<file path="config.mk">
export PLATFORM = sky130hd
export DESIGN_NAME = mem_arbiter
export DESIGN_NICKNAME = d
export VERILOG_FILES = /design/src/rtl/mem_arbiter.sv
export SDC_FILE = /design/constraint.sdc
export NUM_CORES = 1
export LEC_CHECK = 0
export ABC_AREA = 1
export CORE_MARGIN = 2
export CORE_UTILIZATION = 40
export DETAILED_ROUTE_END_ITERATION = 16
export HOLD_SLACK_MARGIN = 0.08
export PLACE_DENSITY = 0.75
export RECOVER_POWER = 50
export SYNTH_ARGS = -nofsm -noshare
export SYNTH_HDL_FRONTEND = slang
export SYNTH_SLANG_ARGS = --single-unit
</file>
<file path="constraint.sdc">
create_clock -name clk -period 3.7 [get_ports clk]
set_input_delay 0.925 -clock clk [delete_from_list [all_inputs] [get_ports clk]]
set_output_delay 0.925 -clock clk [all_outputs]
set_load 0.02 [all_outputs]
</file>
<file path="src/rtl/mem_arbiter.sv">
// Two-requester arbiter sharing one single-ported memory between instruction fetch
// and load/store. Data has priority; a saturating starvation counter forces fetch through.
module mem_arbiter #(
    parameter int unsigned STARVE_LIMIT = 4,
    parameter int unsigned TIMEOUT      = 16,
    parameter logic [31:0] ERR_DATA     = 32'hDEADBEEF
) (
    input  logic        clk,
    input  logic        rst_n,
    input  logic        if_req,
    input  logic [31:0] if_addr,
    output logic [31:0] if_rdata,
    output logic        if_valid,
    output logic        if_err,
    input  logic        d_req,
    input  logic        d_we,
    input  logic [31:0] d_addr,
    input  logic [31:0] d_wdata,
    output logic [31:0] d_rdata,
    output logic        d_valid,
    output logic        d_err,
    output logic        mem_en,
    output logic        mem_we,
    output logic [31:0] mem_addr,
    output logic [31:0] mem_wdata,
    input  logic [31:0] mem_rdata,
    input  logic        mem_ready
);

    // state    | meaning
    // IDLE     | sample requests, pick a winner
    // GRANT_IF | fetch command on memory port, waiting for mem_ready/timeout
    // GRANT_D  | load/store command on memory port, waiting for mem_ready/timeout
    // RESP_IF  | one-cycle fetch response
    // RESP_D   | one-cycle data response (also taken directly on misalignment)
    typedef enum logic [2:0] {IDLE, GRANT_IF, GRANT_D, RESP_IF, RESP_D} state_t;

    localparam logic [3:0] STARVE_MAX = 4'(STARVE_LIMIT);
    localparam logic [7:0] TMO_LOAD   = 8'(TIMEOUT - 1);

    state_t     state, state_next;
    logic [3:0] starve_cnt;
    logic [7:0] tmo_cnt;
    logic       pick_d, pick_if, misaligned, tmo_hit;

    always_ff @(posedge clk or negedge rst_n) begin
        if (!rst_n) state <= IDLE;
        else        state <= state_next;
    end

    always_comb begin
        state_next = state;
        pick_d     = 1'b0;
        pick_if    = 1'b0;
        misaligned = 1'b0;
        tmo_hit    = 1'b0;
        case (state)
            IDLE: begin
                if (d_req && !(if_req && starve_cnt == STARVE_MAX)) begin
                    pick_d     = 1'b1;
                    misaligned = (d_addr[1:0] != 2'b00);
                    state_next = misaligned ? RESP_D : GRANT_D;
                end else if (if_req) begin
                    pick_if    = 1'b1;
                    state_next = GRANT_IF;
                end
            end
            GRANT_IF: begin
                if (mem_ready) begin
                    state_next = RESP_IF;
                end else if (tmo_cnt == 8'd0) begin
                    tmo_hit    = 1'b1;
                    state_next = RESP_IF;
                end
            end
            GRANT_D: begin
                if (mem_ready) begin
                    state_next = RESP_D;
                end else if (tmo_cnt == 8'd0) begin
                    tmo_hit    = 1'b1;
                    state_next = RESP_D;
                end
            end
            RESP_IF, RESP_D: state_next = IDLE;
            default:         state_next = IDLE;
        endcase
    end

    // Every output is a flop loaded from the next-state decision.
    always_ff @(posedge clk or negedge rst_n) begin
        if (!rst_n) begin
            mem_en     <= 1'b0;
            mem_we     <= 1'b0;
            mem_addr   <= 32'd0;
            mem_wdata  <= 32'd0;
            if_valid   <= 1'b0;
            if_err     <= 1'b0;
            if_rdata   <= 32'd0;
            d_valid    <= 1'b0;
            d_err      <= 1'b0;
            d_rdata    <= 32'd0;
            starve_cnt <= 4'd0;
            tmo_cnt    <= 8'd0;
        end else begin
            mem_en   <= (state_next == GRANT_IF) || (state_next == GRANT_D);
            if_valid <= (state_next == RESP_IF);
            d_valid  <= (state_next == RESP_D);

            if (pick_d || pick_if)
                tmo_cnt <= TMO_LOAD;
            else if ((state == GRANT_IF || state == GRANT_D) && tmo_cnt != 8'd0)
                tmo_cnt <= tmo_cnt - 8'd1;

            if (pick_d) begin
                mem_addr  <= d_addr & ~32'd3;
                mem_wdata <= d_wdata;
                mem_we    <= d_we & ~misaligned;
            end else if (pick_if) begin
                mem_addr  <= if_addr & ~32'd3;
                mem_we    <= 1'b0;
            end else if (state_next != GRANT_D) begin
                mem_we    <= 1'b0;
            end

            if (pick_if)
                starve_cnt <= 4'd0;
            else if (pick_d)
                starve_cnt <= !if_req ? 4'd0 :
                              (starve_cnt == STARVE_MAX) ? starve_cnt : starve_cnt + 4'd1;

            if (state_next == RESP_IF) begin
                if_err   <= tmo_hit;
                if_rdata <= tmo_hit ? ERR_DATA : mem_rdata;
            end else begin
                if_err   <= 1'b0;
            end

            if (state_next == RESP_D) begin
                d_err   <= misaligned || tmo_hit;
                d_rdata <= (misaligned || tmo_hit) ? ERR_DATA : (mem_we ? 32'd0 : mem_rdata);
            end else begin
                d_err   <= 1'b0;
            end
        end
    end

endmodule
</file>
==> impl_results.md <==
* IO Port Bufs at 263
* Routed Antenna Nets at 0
* Pwr/cell area at 906 nW/um^2
* Critical path type: reg2reg
* Ys Warns at 0
* DR WL/cell at 15.9 um
* Fin crit share at 76.2%
* Clock H-tree levels at 4
* Die Area at 17600 um^2
* CTS Buf Count at 17
* Later-pin clock latency in the skew report at 0.41 ns
* Leakage at 4.67 nW
* Post-cts resize count at 0
* Rows at 47
* Antenna violations before repair at 0
* Mapped Area at 6620 um^2
* Clock Tree Buf Depth at 2
* Initial Utilization at 40.5%
* Number of flops mapped to enable cells by yosys at 0
* Ant. Diodes at 0
* Post-synth top flop: dfrtp_1
* Initial DRC Count at 332
* Hold-fix buffers at CTS at 0
* Maxcap violations at 1
* Die width at 133 um
* Number of synthesized register bits at 147
* TNS Setup at 0 ns
* CP required at 4.05 ns
* I/O Pins at 268
* Critical path launch point type: register
* Clock Skew at 0.00982 ns
* Slew Viols, Final at 67
* Global route overflow at 0
* Core ar. at 16300 um^2
* Async S/R FF share, synth at 100%
* Post-route minimum period at 2.82 ns
* Routed WL at 19800 um
* Max Freq at 355 MHz
* Maximum vdd drop at 383 uV
* Outcome: complete, but fails checks
* DR pass1 iterations at 5
* Final GP Congestion at 0.815
* Root buffer cell: clkbuf_16
* Seq/Total Area, Yosys at 55.6%
* Die height at 133 um
* Cell variety after synth at 31
* DP Wirelength at 13500 um
* Global Route Usage Sum at 23.0%
* Final net count at 1146
* Via Count at 6204
* Routed vias/inst at 5.00
* RSZ-0062 raised after global routing: false
* Clk pin slew, worst setup/hold paths at 0.06 ns
* CTS tree: built
* First-pass GRT wire length at 32100 um
* Hold WC Path Type: reg2reg
* Rel. slew slack at -13.4%
* Share of layout cells above drive strength 1 at 6.07%
* Largest net degree at the start of global routing at 68
* DRC errors left at 0
* Placed Area at 9340 um^2
* Final hold violations at 0
* Area grow syn2layout at 50.2%
* Syn_area_per_cell at 8.67 um^2
* Synth Instances at 763
* Worst-Margin Slew at 1.70 ns
* Finished Cell Area at 9940 um^2
* Postcts setup bufs at 0
* Failing checks: capacitance limit, slew limit
* # clock sinks at 147
* CP Max Fanout at 33
* Critical path arrival at 3.17 ns
* Crit. End Element: register
* Setup violations, final at 0
* Vias in the first global route at 6173
-- routing by layer --
metal | vias up | GRT usage, % | part of all wire (%)
met2 | 214 | 38.0 | 50
met3 | 43 | 4.98 | 5.4
li1 | 2983 | - | -
met4 | 0 | 10.6 | 3.2
met5 | - | 0 | 0
met1 | 2964 | 29.0 | 41
-- kinds of logic after synthesis --
| group | after synthesis | share of synthesized area, % |
|---|---|---|
| other | 1 | 0.0567 |
| adder cells (fa/ha/maj) | 3 | 0.567 |
| XOR/XNOR | 2 | 0.265 |
| AO/OA/AOI/OAI | 82 | 7.98 |
| AND/OR/NAND/NOR | 441 | 29.0 |
| buffers and inverters | 87 | 6.54 |
| flip-flops | 147 | 55.6 |
-- cells in the final DEF (no fill, tap or decap), types with 3 or more instances in the layout --
cell type,n
inv_2,8
ha_1,3
clkbuf_1,3
clkbuf_16,17
nor3_1,24
o21ai_0,44
inv_1,31
nor2_1,67
nand2_1,245
dlygate4sd3_1,48
clkdlybuf4s50_1,214
bufinv_16,3
a2bb2oi_1,30
dfrtp_1,147
clkinvlp_4,3
nand3_1,77
nand4_1,16
clkbuf_8,3
buf_4,8
o21ai_1,4
-- synthesized netlist by cell type, types with 2 or more instances --
cell type / number / area [um^2]
a21oi_1: 2 / 10.0
a2bb2oi_1: 30 / 263
buf_2: 16 / 80.1
buf_4: 8 / 60.1
buf_6: 7 / 78.8
clkbuf_1: 14 / 52.6
dfrtp_1: 147 / 3680
ha_1: 3 / 37.5
inv_1: 30 / 113
inv_2: 9 / 33.8
nand2_1: 243 / 912
nand2_2: 4 / 25.0
nand2_4: 2 / 22.5
nand3_1: 76 / 380
nand3_2: 3 / 30.0
nand4_1: 16 / 100
nor2_1: 67 / 251
nor2_2: 2 / 12.5
nor2_4: 2 / 22.5
nor3_1: 24 / 120
o21ai_0: 41 / 205
o21ai_1: 7 / 35.0
xor2_1: 2 / 17.5
-- through the flow --
| stage | total power, mW | std cells | setup WS, ns | hold WS, ns | util, % |
|---|---|---|---|---|---|
| 2_1_floorplan | 5.31 | 764 | 1.80 | 0.467 | - |
| 3_3_place_gp | 7.26 | 1210 | 0.665 | 0.453 | 57.1 |
| 3_5_place_dp | 7.33 | 1210 | 0.625 | 0.457 | 57.1 |
| 4_1_cts | 9.19 | 1242 | 1.06 | 0.473 | 60.9 |
| 5_1_grt | 9.56 | 1242 | 0.616 | 0.495 | 60.8 |
| 6_report | 9.00 | 1242 | 0.882 | 0.464 | 60.8 |
-- flip-flops by register name, indices dropped and copies added, names as in the netlist --
register and cells:
mem_addr 30, d_rdata 32, if_rdata 32, if_err 1, starve_cnt 4, tmo_cnt 8, mem_en 1, mem_we 1
if_valid 1, state 3, d_valid 1, mem_wdata 32, d_err 1
-- report_power, final --
part           internal [mW]  switching [mW]
combinational           1.90            2.52
clock                   1.12           0.680
sequential              2.36           0.413
-- critical path: stages, from the launching register on --
cell     delay [ns]
dfrtp_1        0.40
inv_1          0.09
nand3_1        0.81
nand2_1        0.50
nand4_4        0.51
nand3_1        0.28
nand2_1        0.08
nand2_1        0.07
-- path summary, 6_finish.rpt --
path                                   start             to  slack [ns]  depth (start not counted)
max in group asynchronous              rst_n  mem_wdata[20]        1.61                          2
worst max register to register      state[1]    d_rdata[31]        0.88                          7
min in group asynchronous              rst_n    d_rdata[17]        0.96                          1
worst max-delay path                state[1]    d_rdata[31]        0.88                          7
worst min-delay path            if_rdata[17]   if_rdata[17]        0.46                          2
worst min register to register  if_rdata[17]   if_rdata[17]        0.46                          2
-- cell type report --
class	count	area (um^2)
tap	220	275
fill	1423	6410
inverter	40	153
timing repair buffer	273	2710
clock buffer	22	474
multi-input combinational	530	2500
clock inverter	10	148
sequential	147	3680
Note: power is estimated with default switching activity, not from simulation.
